==> config.mk <==
export PLATFORM = sky130hd
export DESIGN_NAME = axi_arbiter
export DESIGN_NICKNAME = d
export VERILOG_FILES = /design/src/rtl/axi_arbiter_pkg.sv /design/src/rtl/rr_arbiter2.sv /design/src/rtl/axi_arbiter.sv
export SDC_FILE = /design/constraint.sdc
export NUM_CORES = 1
export LEC_CHECK = 0
export BUFFER_PORTS_ARGS = -buffer_cell sky130_fd_sc_hd__buf_2
export CORE_AREA = 2 2 185 187
export DETAILED_ROUTE_END_ITERATION = 12
export DIE_AREA = 0 0 187 189
export PLACE_DENSITY = 0.42
export SLEW_MARGIN = 30
export SYNTH_ARGS = -nofsm -noshare
export SYNTH_HDL_FRONTEND = slang
export SYNTH_SLANG_ARGS = --single-unit
==> constraint.sdc <==
create_clock -name clk -period 2.05 [get_ports clk]
set_clock_uncertainty 0.05 [all_clocks]
set_input_delay 0.41 -clock clk [delete_from_list [all_inputs] [get_ports clk]]
set_output_delay 0.41 -clock clk [all_outputs]
set_load 0.01 [all_outputs]
==> src/rtl/axi_arbiter_pkg.sv <==
// Shared types and constants for the two-requester AXI arbiter (IFU read, LSU read/write).
package axi_arbiter_pkg;

  localparam int ID_WIDTH = 4;

  localparam logic [1:0] RESP_OKAY   = 2'b00;
  localparam logic [1:0] RESP_EXOKAY = 2'b01;
  localparam logic [1:0] RESP_SLVERR = 2'b10;
  localparam logic [1:0] RESP_DECERR = 2'b11;

  localparam logic [1:0] BURST_FIXED = 2'b00;
  localparam logic [1:0] BURST_INCR  = 2'b01;
  localparam logic [1:0] BURST_WRAP  = 2'b10;

  typedef enum logic [1:0] {
    ST_IDLE  = 2'd0,
    ST_RD_S0 = 2'd1,
    ST_RD_S1 = 2'd2,
    ST_WR_S1 = 2'd3
  } arb_state_e;

endpackage

==> src/rtl/rr_arbiter2.sv <==
// Two-way round-robin pick: a lone requester always wins; on a tie the side
// that did not own the port last time wins.
module rr_arbiter2 (
  input  logic req0_i,
  input  logic req1_i,
  input  logic last1_i,
  output logic gnt0_o,
  output logic gnt1_o
);

  always_comb begin
    gnt0_o = 1'b0;
    gnt1_o = 1'b0;
    if (req0_i && req1_i) begin
      gnt0_o = last1_i;
      gnt1_o = ~last1_i;
    end else begin
      gnt0_o = req0_i;
      gnt1_o = req1_i;
    end
  end

endmodule

==> src/rtl/axi_arbiter.sv <==
// Arbitrates the IFU read port (S0) and the LSU read/write port (S1) onto one
// downstream AXI port; one transaction owns the port from grant to final response.
module axi_arbiter
  import axi_arbiter_pkg::*;
#(
  parameter int ADDR_WIDTH = 32,
  parameter int DATA_WIDTH = 32
) (
  input  logic                    clk,
  input  logic                    rst_n_sync,
  // S0 (IFU) read
  input  logic [ADDR_WIDTH-1:0]   s0_araddr,
  input  logic                    s0_arvalid,
  output logic                    s0_arready,
  input  logic [ID_WIDTH-1:0]     s0_arid,
  input  logic [7:0]              s0_arlen,
  input  logic [2:0]              s0_arsize,
  input  logic [1:0]              s0_arburst,
  output logic [DATA_WIDTH-1:0]   s0_rdata,
  output logic [1:0]              s0_rresp,
  output logic                    s0_rvalid,
  input  logic                    s0_rready,
  output logic [ID_WIDTH-1:0]     s0_rid,
  output logic                    s0_rlast,
  // S1 (LSU) read
  input  logic [ADDR_WIDTH-1:0]   s1_araddr,
  input  logic                    s1_arvalid,
  output logic                    s1_arready,
  input  logic [ID_WIDTH-1:0]     s1_arid,
  input  logic [7:0]              s1_arlen,
  input  logic [2:0]              s1_arsize,
  input  logic [1:0]              s1_arburst,
  output logic [DATA_WIDTH-1:0]   s1_rdata,
  output logic [1:0]              s1_rresp,
  output logic                    s1_rvalid,
  input  logic                    s1_rready,
  output logic [ID_WIDTH-1:0]     s1_rid,
  output logic                    s1_rlast,
  // S1 (LSU) write
  input  logic [ADDR_WIDTH-1:0]   s1_awaddr,
  input  logic                    s1_awvalid,
  output logic                    s1_awready,
  input  logic [ID_WIDTH-1:0]     s1_awid,
  input  logic [7:0]              s1_awlen,
  input  logic [2:0]              s1_awsize,
  input  logic [1:0]              s1_awburst,
  input  logic [DATA_WIDTH-1:0]   s1_wdata,
  input  logic [DATA_WIDTH/8-1:0] s1_wstrb,
  input  logic                    s1_wvalid,
  output logic                    s1_wready,
  input  logic                    s1_wlast,
  output logic [1:0]              s1_bresp,
  output logic                    s1_bvalid,
  input  logic                    s1_bready,
  output logic [ID_WIDTH-1:0]     s1_bid,
  // Downstream master
  output logic [ADDR_WIDTH-1:0]   m_araddr,
  output logic                    m_arvalid,
  input  logic                    m_arready,
  output logic [ID_WIDTH-1:0]     m_arid,
  output logic [7:0]              m_arlen,
  output logic [2:0]              m_arsize,
  output logic [1:0]              m_arburst,
  input  logic [DATA_WIDTH-1:0]   m_rdata,
  input  logic [1:0]              m_rresp,
  input  logic                    m_rvalid,
  output logic                    m_rready,
  input  logic [ID_WIDTH-1:0]     m_rid,
  input  logic                    m_rlast,
  output logic [ADDR_WIDTH-1:0]   m_awaddr,
  output logic                    m_awvalid,
  input  logic                    m_awready,
  output logic [ID_WIDTH-1:0]     m_awid,
  output logic [7:0]              m_awlen,
  output logic [2:0]              m_awsize,
  output logic [1:0]              m_awburst,
  output logic [DATA_WIDTH-1:0]   m_wdata,
  output logic [DATA_WIDTH/8-1:0] m_wstrb,
  output logic                    m_wvalid,
  input  logic                    m_wready,
  output logic                    m_wlast,
  input  logic [1:0]              m_bresp,
  input  logic                    m_bvalid,
  output logic                    m_bready,
  input  logic [ID_WIDTH-1:0]     m_bid
);

  arb_state_e state_q, state_d;
  logic       last_s1_q, last_s1_d;
  logic       ar_done_q, ar_done_d;
  logic       aw_done_q, aw_done_d;
  logic       gnt0, gnt1;
  logic       rd_exit, wr_exit;

  rr_arbiter2 u_rr (
    .req0_i  (s0_arvalid),
    .req1_i  (s1_awvalid | s1_arvalid),
    .last1_i (last_s1_q),
    .gnt0_o  (gnt0),
    .gnt1_o  (gnt1)
  );

  assign rd_exit = m_rvalid & m_rready & m_rlast;
  assign wr_exit = m_bvalid & m_bready;

  always_ff @(posedge clk) begin
    if (!rst_n_sync) begin
      state_q   <= ST_IDLE;
      last_s1_q <= 1'b0;
      ar_done_q <= 1'b0;
      aw_done_q <= 1'b0;
    end else begin
      state_q   <= state_d;
      last_s1_q <= last_s1_d;
      ar_done_q <= ar_done_d;
      aw_done_q <= aw_done_d;
    end
  end

  // Grant is taken from IDLE only, so every exit leaves one idle bubble.
  always_comb begin
    state_d   = state_q;
    last_s1_d = last_s1_q;
    ar_done_d = ar_done_q;
    aw_done_d = aw_done_q;
    case (state_q)
      ST_IDLE: begin
        if (gnt0) begin
          state_d = ST_RD_S0;
        end else if (gnt1) begin
          state_d = s1_awvalid ? ST_WR_S1 : ST_RD_S1;
        end
      end
      ST_RD_S0, ST_RD_S1: begin
        if (m_arvalid && m_arready) ar_done_d = 1'b1;
        if (rd_exit) begin
          state_d   = ST_IDLE;
          ar_done_d = 1'b0;
          last_s1_d = (state_q == ST_RD_S1);
        end
      end
      ST_WR_S1: begin
        if (m_awvalid && m_awready) aw_done_d = 1'b1;
        if (wr_exit) begin
          state_d   = ST_IDLE;
          aw_done_d = 1'b0;
          last_s1_d = 1'b1;
        end
      end
      default: state_d = ST_IDLE;
    endcase
  end

  // Channel steering; payload buses stay at zero whenever their valid is low.
  always_comb begin
    s0_arready = 1'b0;  s0_rvalid = 1'b0;  s0_rdata = '0;  s0_rresp = '0;
    s0_rid     = '0;    s0_rlast  = 1'b0;
    s1_arready = 1'b0;  s1_rvalid = 1'b0;  s1_rdata = '0;  s1_rresp = '0;
    s1_rid     = '0;    s1_rlast  = 1'b0;
    s1_awready = 1'b0;  s1_wready = 1'b0;
    s1_bvalid  = 1'b0;  s1_bresp  = '0;    s1_bid   = '0;
    m_arvalid  = 1'b0;  m_araddr  = '0;    m_arid   = '0;  m_arlen  = '0;
    m_arsize   = '0;    m_arburst = '0;    m_rready = 1'b0;
    m_awvalid  = 1'b0;  m_awaddr  = '0;    m_awid   = '0;  m_awlen  = '0;
    m_awsize   = '0;    m_awburst = '0;
    m_wvalid   = 1'b0;  m_wdata   = '0;    m_wstrb  = '0;  m_wlast  = 1'b0;
    m_bready   = 1'b0;

    if (state_q == ST_RD_S0) begin
      m_arvalid  = s0_arvalid & ~ar_done_q;
      s0_arready = m_arready & ~ar_done_q;
      if (m_arvalid) begin
        m_araddr  = s0_araddr;
        m_arid    = s0_arid;
        m_arlen   = s0_arlen;
        m_arsize  = s0_arsize;
        m_arburst = s0_arburst;
      end
      m_rready  = s0_rready;
      s0_rvalid = m_rvalid;
      if (m_rvalid) begin
        s0_rdata = m_rdata;
        s0_rresp = m_rresp;
        s0_rid   = m_rid;
        s0_rlast = m_rlast;
      end
    end

    if (state_q == ST_RD_S1) begin
      m_arvalid  = s1_arvalid & ~ar_done_q;
      s1_arready = m_arready & ~ar_done_q;
      if (m_arvalid) begin
        m_araddr  = s1_araddr;
        m_arid    = s1_arid;
        m_arlen   = s1_arlen;
        m_arsize  = s1_arsize;
        m_arburst = s1_arburst;
      end
      m_rready  = s1_rready;
      s1_rvalid = m_rvalid;
      if (m_rvalid) begin
        s1_rdata = m_rdata;
        s1_rresp = m_rresp;
        s1_rid   = m_rid;
        s1_rlast = m_rlast;
      end
    end

    if (state_q == ST_WR_S1) begin
      m_awvalid  = s1_awvalid & ~aw_done_q;
      s1_awready = m_awready & ~aw_done_q;
      if (m_awvalid) begin
        m_awaddr  = s1_awaddr;
        m_awid    = s1_awid;
        m_awlen   = s1_awlen;
        m_awsize  = s1_awsize;
        m_awburst = s1_awburst;
      end
      m_wvalid  = s1_wvalid;
      s1_wready = m_wready;
      if (m_wvalid) begin
        m_wdata = s1_wdata;
        m_wstrb = s1_wstrb;
        m_wlast = s1_wlast;
      end
      m_bready  = s1_bready;
      s1_bvalid = m_bvalid;
      if (m_bvalid) begin
        s1_bresp = m_bresp;
        s1_bid   = m_bid;
      end
    end
  end

endmodule

* Word-level counts from Yosys, hierarchy flattened
Cells that the tools add are included.
** Word-level totals
- Bits in registers :: 5
- Output and inout bits :: 231
- Logic and storage cells :: 115
** Operators by class
- Eq/ne operators :: 6
- Muxes and demuxes :: 81
- Bitwise gates (word level) :: 12
- Reduce and logical (&&, ||, !) cells :: 12
** Operator list (number)
- $mux 32 :: 11
- $mux 4 :: 13
- $mux 8 :: 6
- $mux 2 :: 15
- $mux 1 :: 28
- $mux 3 :: 6
- $and 1x1->1 :: 8
- $pmux 2 s3 :: 1
- $reduce_and 3->1 :: 2
- $reduce_bool 2->1 :: 3
- $eq 2x2->1 const B :: 2
- $ne 2x2->1 const B :: 2
- $reduce_and 2->1 :: 2
- $logic_and 1x1->1 :: 3
- $ne 3x3->1 const B :: 1
- $not 1->1 :: 3
- $eq 2x1->1 const B :: 1
- $logic_not 2->1 :: 1
- $pmux 1 s2 :: 1
- $reduce_or 2->1 :: 1
- $or 1x1->1 :: 1

* Depth between registers and ports, before layout
Gate-level depths: netlist of run 1.
- Depth in word-level cells :: 7
- Mapped depth :: 8
- Mapped depth without buffers :: 6

* Modules after synthesis
Synthesis of run 1 repeated with hierarchy kept, for this count alone.
** Unflattened totals
- Cell total of the unflattened synthesis :: 321
- Area, all modules :: 2119.5 µm²
** By module, submodules not included
- axi_arbiter :: times used 1, cells each 318, area an instance 2100.8 µm², sequential area each 100.1 µm²
- rr_arbiter2 :: times used 1, cells each 3, area an instance 18.8 µm², sequential area each 0.0 µm²

* Worst setup path before layout of run 1
OpenSTA, ideal clock, no wires.
- Path type :: flip-flop to output port
- Start point :: reg state_q[0]
- End point :: out m_araddr[21]
- Arrival time :: 1401 ps
- Path slack :: 189 ps
- Stages on the path, launching flop included :: 9
- Buffers on the path :: 2
- Cell sequence :: dfxtp_1 > inv_1 > ha_1 > nand2_1 > nand3_1 > nor2_2 > buf_4 > buf_6 > a22o_1
** On the way
- Word-level cells in the longest chain between the ends :: 4
- Elaborated cells between the ends (all ways) :: 5
** Ends and longest elaborated chain
- start, declared :: RTL line axi_arbiter.sv:88 : arb_state_e state_q, state_d;
- start signal, assigned :: RTL line axi_arbiter.sv:113 : state_q <= state_d;
- $eq 2x1->1 :: RTL line axi_arbiter.sv:169 : if (state_q == ST_RD_S0) begin
- $mux 32 :: RTL line axi_arbiter.sv:169
- $mux 32 :: RTL line axi_arbiter.sv:192 : if (m_arvalid) begin
- $mux 32 * :: RTL line axi_arbiter.sv:189 : if (state_q == ST_RD_S1) begin
- end, declared :: RTL line axi_arbiter.sv:57 : output logic [ADDR_WIDTH-1:0] m_araddr,
Every way passes the cells marked *; elsewhere a longest branch is shown, timed or not.

* Worst setup path after layout of run 1
- Start point :: reg state_q[0]
- End point :: out m_arburst[0]
** On the way
- Word-level cells in the longest chain between the ends :: 4
- Elaborated cells between the ends (all ways) :: 5
** Ends and longest elaborated chain
- $eq 2x1->1 :: RTL line axi_arbiter.sv:169
- $mux 2 :: RTL line axi_arbiter.sv:169
- $mux 2 :: RTL line axi_arbiter.sv:192
- $mux 2 * :: RTL line axi_arbiter.sv:189
- end, declared :: RTL line axi_arbiter.sv:63 : output logic [1:0] m_arburst,
Marked as above.

==> key figures, run 1 <==
Run status
  • Status: finished with violations
  • Failing checks: setup timing

Logic synthesis
  • Distinct cells, synth: 31
  • Synth Net Count: 570
  • Post-synth top area share: 34.6%
  • Yosys top cell by area: and3_1
  • Syn Inst Count: ~320
  • Syn_area_per_cell: 6.66 um^2
  • Post-synthesis sequential area ratio: about 4.7%
  • Synthesized flop and latch total: 5
  • Syn Std Cell Area: roughly 0.0022 mm^2
  • Ys Warns: 0
  • Synth area leaders: and3_1 35%, a22o_1 20%, and2_1 16%

Floorplan
  • Die area: 0.0353 mm^2
  • Io pins: 474
  • Die width: ~190 um
  • FP Rows: 67
  • Core ar.: 0.0333 mm^2
  • Die Span Y: ~190 um
  • Initial Util: 6.47%

CTS
  • TritonCTS buffer count: 3
  • CTS clock-pin slew for the worst setup and hold paths: around 0.03 ns
  • Post-CTS Hold Buffers: 0
  • CTS tree: done
  • Root buffer cell: clkbuf_16
  • Clk_lat worst skew: 0.23 ns
  • H-tree levels: 1
  • Clock sink count: 5
  • Clock buffer depth: 2

Critical path
  • Crit. End Element: primary output
  • Slowest stage cell, crit path: dfxtp_2
  • Crit-path cells: buf_6 -> ha_4 -> nand3_4 -> nor2_4 -> buf_12 -> buf_12 -> clkbuf_16 -> a22o_1 -> buf_2
  • Setup crit start kind: register
  • Critical path type: register to primary output
  • Crit path DAT: 1.71 ns
  • Worst path required time: approximately 1.6 ns
  • Crit-path max FO: 5
  • Most used cell, CP: buf_12
  • Crit-path max cell delay: 0.32 ns

Place
  • Dpl cells: approximately 1200
  • Pre-CTS setup slack: -0.0350 ns
  • Gpl congestion: 0.869
  • Final HPWL DP: 14200 um
  • PortBufs: approximately 470

Hold path
  • Hold/Removal Path Class: input pin to register

Routing
  • Post-route ant nets: 0
  • # DRC: 0
  • Drt pass-1 iters: 4
  • Drt total wl: ~19000 um
  • Drt first-iter violations: 170
  • Wire per inst: 14.8 um
  • DR vias/cell: roughly 3.5
  • Vias: roughly 4300

Global route
  • GRT overflow: 0
  • Largest net degree at the start of global routing: 54
  • Total track usage: under 10%
  • First-pass GRT wire length: 24900 um
  • Initial antenna violation count: 2
  • Number of global-route vias before repair: between 3000 and 4000

Final layout
  • Commonest non-fill, non-tap cell in the layout: buf_2
  • Final core occ: roughly 17%
  • Area delta synth->final: 168%
  • Seq. cell area: between 100 and 150 um^2
  • Non-Filler Instances: ~1300
  • Final #Nets: around 1100
  • Fill count: 3807
  • Most frequent cells in the layout: 467 x buf_2, 115 x and3_1, 53 x and2_1
  • Area of the multi-input gates: around 0.0019 mm^2
  • Ratio of cells with drive above 1 in the final layout: between 60% and 70%

Pwr
  • Leak: 3.84 nW
  • PD cells: 599 mW/mm^2
  • Worst VDD drop: roughly 0.35 mV
  • Pwr Total: about 0.0035 W

STA
  • Final WS setup: -0.122 ns
  • RSZ-0062 raised after global routing: true
  • Slew HR: between 60 and 70%
  • Final-report setup violation count: 80
  • Min cycle time layout: around 2.2 ns
  • F_max: between 400 and 500 MHz
  • Final Hold Vio Count: 0
  • Final Cycle Share: 106%
  • TNS Setup: -3.80 ns
  • Final Slew Violations: 0
  • Worst Max-Slew Pin Slew: 0.494 ns

Job
  • Total of max-cap violations: 0
==> critical path: cells and delay by family, from the launching register on <==
kind                       cells  cell delay [ns]
DFF                            1             0.32
AOI/OAI and AO/OA              1             0.18
buffers and inverters          5             0.69
adders and majority gates      1             0.16
and+or+nand+nor                2             0.12
==> sequential cells by signal, summed over array words and instances, names as in the netlist <==
signal     count
state_q        2
ar_done_q      1
aw_done_q      1
last_s1_q      1
==> cell type report <==
type / count / area share, %
clock buffer: 4 / 1.37
sequential: 5 / 1.82
tap: 448 / 9.72
antenna: 2 / 0.0868
multi-input combinational: 270 / 33.6
inverter: 5 / 0.325
timing repair buffer: 518 / 53.1
==> kinds of logic after synthesis <==
| kind of cell | synth area share, % |
|---|---|
| compound gates | 23.7 |
| fa+ha+maj | 2.33 |
| buf+inv | 10.3 |
| flops | 4.65 |
| mux | 0.930 |
| simple gates | 58.1 |
==> stage by stage <==
step / area (um^2) / hold WS [ns]
detailed placement: 5130 / 0.445
finish: 5770 / 0.421
global route: 5770 / 0.447
floorplan: 2150 / 0.409
CTS: 5620 / 0.421
global placement: 5130 / 0.440
==> synthesized netlist by cell type <==
master,count
nand3b_1,1
and3b_1,4
buf_1,2
dfxtp_1,5
nand3_1,5
a221o_1,1
inv_1,5
nand2b_1,1
ha_1,4
and2_1,55
o21a_1,1
a21oi_1,2
and3_1,119
and3_2,1
nor2b_1,1
o21ai_0,3
nor2_1,4
a32oi_1,1
mux2i_1,2
o41ai_1,1
buf_2,6
buf_6,3
clkbuf_1,29
a21o_1,1
and3_4,1
buf_4,3
a22o_1,49
nand2_2,1
a31oi_1,2
nor2_2,2
nand2_1,8
==> worst paths after layout <==
check / start / end / slack, ns / cells past startpoint
worst min-delay path: m_awready / aw_done_q$_SDFFE_PN0P_ / 0.42 / 3
worst min register to register: aw_done_q$_SDFFE_PN0P_ / aw_done_q$_SDFFE_PN0P_ / 0.44 / 2
worst max register to register: state_q[0]$_SDFFE_PN0P_ / state_q[1]$_SDFFE_PN0P_ / 0.08 / 10
worst max-delay path: state_q[0]$_SDFFE_PN0P_ / m_arburst[0] / -0.12 / 9
==> metal layers <==
| metal | vias to the layer above | wire length [um] | global-route usage, % |
|---|---|---|---|
| met4 | 0 | 309 | 1.71 |
| met1 | 1975 | 7470 | 11.3 |
| met3 | 14 | 1120 | 1.09 |
| met2 | 215 | 9630 | 16.7 |
| met5 | - | 0 | 0 |
| li1 | 2140 | - | - |
==> timing repair <==
item                                    in CTS  in global routing
gates resized for setup                     33                 13
setup buffers                               13                  4
endpoints found under the setup margin     138                124
cloned                                       5                  3
pin swaps                                   10                 17
==> power by group <==
part | total [W] | switching, W | internal (W)
Combinational | 0.00298 | 0.00144 | 0.00154
Clock | 0.000317 | 0.0000595 | 0.000257
Sequential | 0.000160 | 0.0000287 | 0.000131
No activity file was read; power rests on OpenSTA's default activity.
==> run 2: changes to the inputs <==
GPL_TIMING_DRIVEN = 0   (was unset)
==> key figures, run 2 (synthesis gave the netlist of run 1 again) <==
Run status
  • Status: finished with violations
  • Failing checks: setup timing

CTS
  • Clk_lat worst skew: 0.23 ns (about the same)
  • Clock sink count: 5 (unchanged)
  • CTS clock-pin slew for the worst setup and hold paths: 0.03 ns (about the same)
  • CTS tree: done
  • TritonCTS buffer count: 3 (unchanged)
  • H-tree levels: 1 (unchanged)
  • Root buffer cell: clkbuf_16
  • Post-CTS Hold Buffers: 0 (unchanged)
  • Clock buffer depth: 2 (unchanged)

Routing
  • Drt pass-1 iters: 4 (unchanged)
  • DR vias/cell: 3.55 (+2.2%)
  • # DRC: 0 (unchanged)
  • Post-route ant nets: 0 (unchanged)
  • Vias: 4482 (+3.2%)
  • Wire per inst: 14.6 um (-1.6%)
  • Drt total wl: 18400 um (-0.63%)
  • Drt first-iter violations: 218 (+28%)

Final layout
  • Commonest non-fill, non-tap cell in the layout: buf_2
  • Non-Filler Instances: 1264 (+0.96%)
  • Design area: 0.00567 mm^2 (-1.7%)
  • Final core occ: 17.0% (-0.29 points)
  • Area delta synth->final: 164%
  • Final #Nets: 1064 (+1.3%)
  • Largest register FFs: 2 (unchanged)
  • Ratio of cells with drive above 1 in the final layout: 66.2% (-1.8 points)
  • Most frequent cells in the layout: 467 x buf_2, 118 x and3_1, 54 x and2_1
  • Most flops, register: state_q
  • ANT cells: 0 (-2)

Floorplan
  • Die width: 187 um (unchanged)
  • Io pins: 474 (unchanged)
  • Core ar.: 0.0333 mm^2 (unchanged)
  • Die Span Y: 189 um (unchanged)
  • FP Rows: 67 (unchanged)
  • Die area: 0.0353 mm^2 (unchanged)
  • Initial Util: 6.47% (unchanged)

Global route
  • Initial antenna violation count: 0 (-2)
  • First-pass GRT wire length: 25800 um (+3.6%)
  • Number of global-route vias before repair: 4188 (+8.0%)
  • Total track usage: 9.28% (+0.22 points)
  • Largest net degree at the start of global routing: 11 (-80%)
  • GRT overflow: 0 (unchanged)

Place
  • Placed Area: 0.00507 mm^2 (-1.2%)
  • Dpl cells: 1242 (+1.6%)
  • Gpl congestion: 0.890 (+2.5%)
  • PortBufs: 471 (-0.42%)
  • Final HPWL DP: 15900 um (+12%)

Pwr
  • PD cells: 567 mW/mm^2 (-5.3%)
  • Leak: 3.82 nW (-0.45%)
  • Pwr Total: 0.00322 W (-6.9%)
  • Worst VDD drop: 0.329 mV (-6.5%)

STA
  • Slew HR: 68.1% (+1.1 points)
  • Final Hold Vio Count: 0 (unchanged)
  • Worst Max-Slew Pin Slew: 0.479 ns (-0.0159 ns)
  • F_max: 451 MHz (-2.1%)
  • Final WS setup: -0.168 ns (-0.0461 ns)
  • Hold WS: 0.424 ns (+0.00326 ns)
  • Min cycle time layout: 2.22 ns (+0.0461 ns)
  • RSZ-0062 raised after global routing: true
  • Final Slew Violations: 0 (unchanged)
  • Final Cycle Share: 108% (+2.2 points)
  • Final-report setup violation count: 104 (+30%)

Critical path
  • Crit-path cells: buf_4 -> ha_4 -> nand3_4 -> nor2_4 -> buf_12 -> buf_8 -> buf_8 -> a22o_1 -> buf_2
  • Setup crit start kind: register
  • Crit. End Element: primary output
  • Crit-path max FO: 5 (unchanged)
  • Worst R2R Start: state_q[0]$_SDFFE_PN0P_
  • Crit path max-delay family: buffers and inverters
  • Crit-path max cell delay: 0.35 ns (+0.03 ns)
  • CP bufs+invs: 5 (unchanged)
  • Critical path type: register to primary output
  • Crit path DAT: 1.76 ns (+0.05 ns)
  • Crit path from: state_q[0]$_SDFFE_PN0P_
  • Slowest stage cell, crit path: dfxtp_4
  • Worst path required time: 1.59 ns (about the same)
  • Most used cell, CP: buf_8

Hold path
  • Hold Crit Start: m_awready
  • Hold/Removal Path Class: input pin to register

Job
  • Total of max-cap violations: 0 (unchanged)
==> run 2: cell count changes in the layout (fill, tap and decap cells not counted), moves of 2 or more <==
| cell | before | now |
|---|---|---|
| diode_2 | 2 | 0 |
| buf_12 | 13 | 5 |
| a22o_4 | 2 | 0 |
| clkbuf_8 | 0 | 8 |
| buf_8 | 0 | 4 |
| buf_16 | 4 | 1 |
| clkbuf_2 | 0 | 3 |
| buf_4 | 20 | 14 |
| and3_4 | 5 | 2 |
| clkbuf_1 | 1 | 13 |
| and3_1 | 115 | 118 |
| a22o_1 | 47 | 49 |
| clkbuf_4 | 0 | 3 |
| buf_6 | 11 | 14 |
==> run 2: stage by stage <==
stage | setup TNS, ns | setup slack, ns
after CTS | -9.83 | -0.195
after global routing | -16.59 | -0.210
after global placement | -30.22 | -0.522
after floorplan | 0 | 0.189
after detailed placement | -32.34 | -0.588
final | -7.69 | -0.168
==> run 2: final cells by class <==
class | count | area (um^2)
Timing Repair Buffer | 489 | 2650
Tap cell | 448 | 561
Sequential cell | 5 | 108
Inverter | 5 | 21.3
Buffer | 43 | 355
Fill cell | 3817 | 27600
Clock buffer | 4 | 78.8
Multi-Input combinational cell | 270 | 1900
==> run 2: worst paths after layout <==
path | end | slack (ns) | depth (start not counted)
worst max-delay path | m_araddr[21] | -0.17 | 9
worst min-delay path | aw_done_q$_SDFFE_PN0P_ | 0.42 | 3
worst max register to register | state_q[0]$_SDFFE_PN0P_ | 0.15 | 8
worst min register to register | last_s1_q$_SDFFE_PN0P_ | 0.45 | 2
==> run 2: power breakdown <==
| part | leakage, nW | switching (W) | internal, W |
|---|---|---|---|
| clock | 0.0382 | 0.0000632 | 0.000258 |
| combinational | 3.74 | 0.00139 | 0.00133 |
| sequential | 0.0421 | 0.0000388 | 0.000135 |
| total | 3.82 | 0.00150 | 0.00172 |
==> run 2: routing by layer <==
layer | vias to the layer above | track usage [%] | wire, um
met2 | 242 | 16.2 | 9060
met1 | 2062 | 12.3 | 7970
met5 | - | 0 | 0
met3 | 12 | 1.33 | 1170
met4 | 0 | 1.37 | 209
li1 | 2166 | - | -
==> run 2: repair_timing <==
action | CTS | global route
setup endpoints to repair | 198 | 185
gates resized for setup | 75 | 29
setup buffers | 13 | 2
cloned | 5 | 0
pin swaps | 10 | 24
==> run 2: worst reg2reg max path, delay by kind of cell, from the launching register on <==
family	cells	cell delay (ns)
buffers and inverters	3	0.44
flip-flops	1	0.35
AO/OA/AOI/OAI	1	0.34
AND/OR/NAND/NOR	2	0.30
multiplexers	1	0.18
adder cells (fa/ha/maj)	1	0.16
==> run 3: changes to the inputs <==
CORE_AREA = 2 2 184 186   (was 2 2 185 187)
DIE_AREA = 0 0 186 188   (was 0 0 187 189)
SETUP_SLACK_MARGIN = 0.4   (was unset)
SYNTH_HIERARCHICAL = 1   (was unset)
==> key figures, run 3 <==
Run status
  • Status: finished with violations
  • Failing checks: setup timing

Critical path
  • R2R Path End: state_q[1]$_SDFFE_PN0P_
  • Worst reg2reg path depth: 11 (+3)
  • Worst R2R Start: state_q[1]$_SDFFE_PN0P_
  • Crit path max-delay family: buffers and inverters
  • Crit. End Element: primary output
  • Crit-path max cell delay: 0.39 ns (+0.04 ns)
  • Worst path depth: 9 (unchanged)
  • Crit-path cells: inv_4 -> ha_4 -> nand2_4 -> nor2_4 -> buf_12 -> buf_8 -> clkbuf_16 -> a22o_1 -> buf_2
  • Setup crit start kind: register
  • Crit path DAT: 1.77 ns (about the same)
  • Crit path from: state_q[0]$_SDFFE_PN0P_
  • Crit-path max FO: 5 (unchanged)
  • CP bufs+invs: 5 (unchanged)
  • Slowest stage cell, crit path: dfxtp_4
  • Critical path type: register to primary output
  • Worst path required time: 1.59 ns (about the same)
  • R2r setup slk: 0.12 ns (-0.03 ns)

Logic synthesis
  • Top-count cell post-synth: and3_1
  • Syn Std Cell Area: 0.00212 mm^2 (-1.5%)
  • Synthesized flop and latch total: 5 (unchanged)
  • Synth area leaders: and3_1 36%, a22o_1 20%, and2_1 16%
  • Ys Warns: 6 (+6)
  • Synth Net Count: 568 (-0.35%)
  • Post-synth EDFFs: 0 (unchanged)
  • Top_reg_cell synth: dfxtp_1
  • Syn_area_per_cell: 6.60 um^2 (-0.90%)
  • Distinct cells, synth: 31 (unchanged)
  • Post-synth ARST share: 0% (unchanged)
  • Syn Inst Count: 321 (-0.62%)
  • Post-synthesis sequential area ratio: 4.72% (+0.071 points)
  • Yosys top cell by area: and3_1
  • Post-synth top area share: 35.7% (+1.1 points)
  • Synth top cells by count: 121 x and3_1, 55 x and2_1, 49 x a22o_1

Final layout
  • Largest register FFs: 2 (unchanged)
  • Area delta synth->final: 294%
  • Seq. cell area: 108 um^2 (unchanged)
  • Final core occ: 25.2% (+8.2 points)
  • Most flops, register: state_q
  • Commonest non-fill, non-tap cell in the layout: buf_2
  • Design area: 0.00835 mm^2 (+47%)
  • Final #Nets: 1107 (+4.0%)
  • Ratio of cells with drive above 1 in the final layout: 89.5% (+23 points)
  • Fill count: 3526 (-7.6%)
  • Area of the multi-input gates: 0.00270 mm^2 (+42%)
  • Most frequent cells in the layout: 296 x buf_2, 198 x buf_6, 115 x and3_4

Place
  • Gpl congestion: 0.865 (-2.8%)
  • Final HPWL DP: 17600 um (+11%)
  • PortBufs: 472 (+0.21%)
  • Placed Area: 0.00532 mm^2 (+4.9%)

Routing
  • Wire per inst: 17.8 um (+22%)
  • Drt total wl: 23200 um (+26%)
  • Drt first-iter violations: 123 (-44%)
  • Vias: 4915 (+9.7%)
  • # DRC: 0 (unchanged)
  • Drt pass-1 iters: 4 (unchanged)
  • DR vias/cell: 3.75 (+5.9%)
  • Post-route ant nets: 0 (unchanged)

Hold path
  • Hold/Removal Path Class: input pin to register
  • Hold Crit Start: rst_n_sync
  • Worst hold path endpoint: aw_done_q$_SDFFE_PN0P_
  • WHS Path Cells: 3 (unchanged)

CTS
  • Post-CTS Hold Buffers: 0 (unchanged)
  • CTS tree: done
  • Clock buffer depth: 2 (unchanged)
  • Root buffer cell: clkbuf_16
  • CTS clock-pin slew for the worst setup and hold paths: 0.03 ns (about the same)
  • Clk_lat worst skew: 0.23 ns (about the same)
  • Clock sink count: 5 (unchanged)
  • H-tree levels: 1 (unchanged)
  • TritonCTS buffer count: 3 (unchanged)

Pwr
  • Clock power share: 6.6% (-3.4 points)
  • Worst VDD drop: 0.244 mV (-26%)
  • Flop pwr share: 4.1% (-1.3 points)
  • Pwr Total: 0.00487 W (+51%)
  • Switching Fraction: 40.0% (-6.5 points)
  • Leak: 4.20 nW (+9.8%)
  • Net switching power: 0.00195 W (+30%)
  • PD cells: 583 mW/mm^2 (+2.8%)
  • Cell internal pwr: 0.00292 W (+70%)
  • Logic pwr share: 89.3% (+4.7 points)

Floorplan
  • Die area: 0.0350 mm^2 (-1.1%)
  • Die width: 186 um (-0.53%)
  • FP Rows: 67 (unchanged)
  • Initial Util: 6.40% (-0.066 points)
  • Io pins: 474 (unchanged)
  • Core ar.: 0.0331 mm^2 (-0.50%)
  • Die Span Y: 188 um (-0.53%)

STA
  • Final Hold Vio Count: 0 (unchanged)
  • Min cycle time layout: 2.23 ns (+0.00865 ns)
  • Final Cycle Share: 109% (+0.42 points)
  • F_max: 449 MHz (-0.39%)
  • Final-report setup violation count: 191 (+84%)
  • Hold WS: 0.388 ns (-0.0358 ns)
  • Final Slew Violations: 0 (unchanged)
  • Worst Max-Slew Pin Slew: 0.484 ns (+0.00573 ns)
  • Slew HR: 67.7% (-0.38 points)
  • Final WS setup: -0.177 ns (-0.00865 ns)
  • RSZ-0062 raised after global routing: true

Global route
  • Total track usage: 10.9% (+1.7 points)
  • Largest net degree at the start of global routing: 11 (unchanged)
  • Number of global-route vias before repair: 4587 (+9.5%)
  • GRT overflow: 0 (unchanged)
  • Initial antenna violation count: 2 (+2)
  • First-pass GRT wire length: 28800 um (+12%)

Job
  • Total of max-cap violations: 0 (unchanged)
## run 3: worst max path at each step
stage                         to
finish              m_araddr[29]
global route        m_araddr[25]
CTS                 m_araddr[25]
detailed placement  m_araddr[16]
global placement    m_araddr[16]
floorplan           m_araddr[21]
## run 3: tightest hold or removal path, cell delays in order
cell and delay, ns:
buf_2 0.12, nand2_1 0.06, nor2_1 0.03
## run 3: kinds of logic (layout without fill, tap and decap cells)
group	after synthesis	count (layout)	share of synthesized area, %
flops	5	5	4.72
compound gates	66	66	25.7
fa+ha+maj	4	4	2.36
mux	1	1	0.472
buf+inv	47	585	8.68
simple gates	198	198	58.0
other cells	0	2	0
## run 3: timing repair
item / in CTS / in global routing
buffers inserted: 27 / 13
endpoints found under the setup margin: 232 / 235
hold endpoints to repair: 0 / 0
pin swaps: 30 / 42
gates resized for setup: 177 / 307
cloned: 14 / 8
## run 3: through the flow
stage / setup TNS, ns / std cells / setup slack [ns]
after floorplan: 0 / 321 / 0.306
after global placement: -14.41 / 1241 / -0.257
after detailed placement: -15.05 / 1241 / -0.261
after CTS: -10.92 / 1286 / -0.183
after global routing: -28.30 / 1308 / -0.244
final: -17.67 / 1309 / -0.177
## run 3: area by class of cell
cell class                      count  share of cell area [%]
Tap cell                          448                    6.71
Multi-Input combinational cell    269                    32.3
Inverter                            5                   0.315
Clock buffer                        4                   0.944
Buffer                             42                    6.97
Antenna cell                        2                  0.0599
Timing Repair Buffer              534                    51.4
Sequential cell                     5                    1.29
## run 3: metal layers
layer	track usage, %	wire length, um
met1	13.9	9670
met2	19.9	11900
met3	1.46	1310
met4	1.39	355
met5	0	0
## run 3: power by group through the flow
stage	clock network (W)	logic (W)	registers [W]
2_1_floorplan	0	0.00131	0.000179
3_3_place_gp	0	0.00239	0.000189
3_5_place_dp	0	0.00239	0.000189
4_1_cts	0.000327	0.00348	0.000198
5_1_grt	0.000337	0.00459	0.000205
6_report	0.000321	0.00435	0.000200
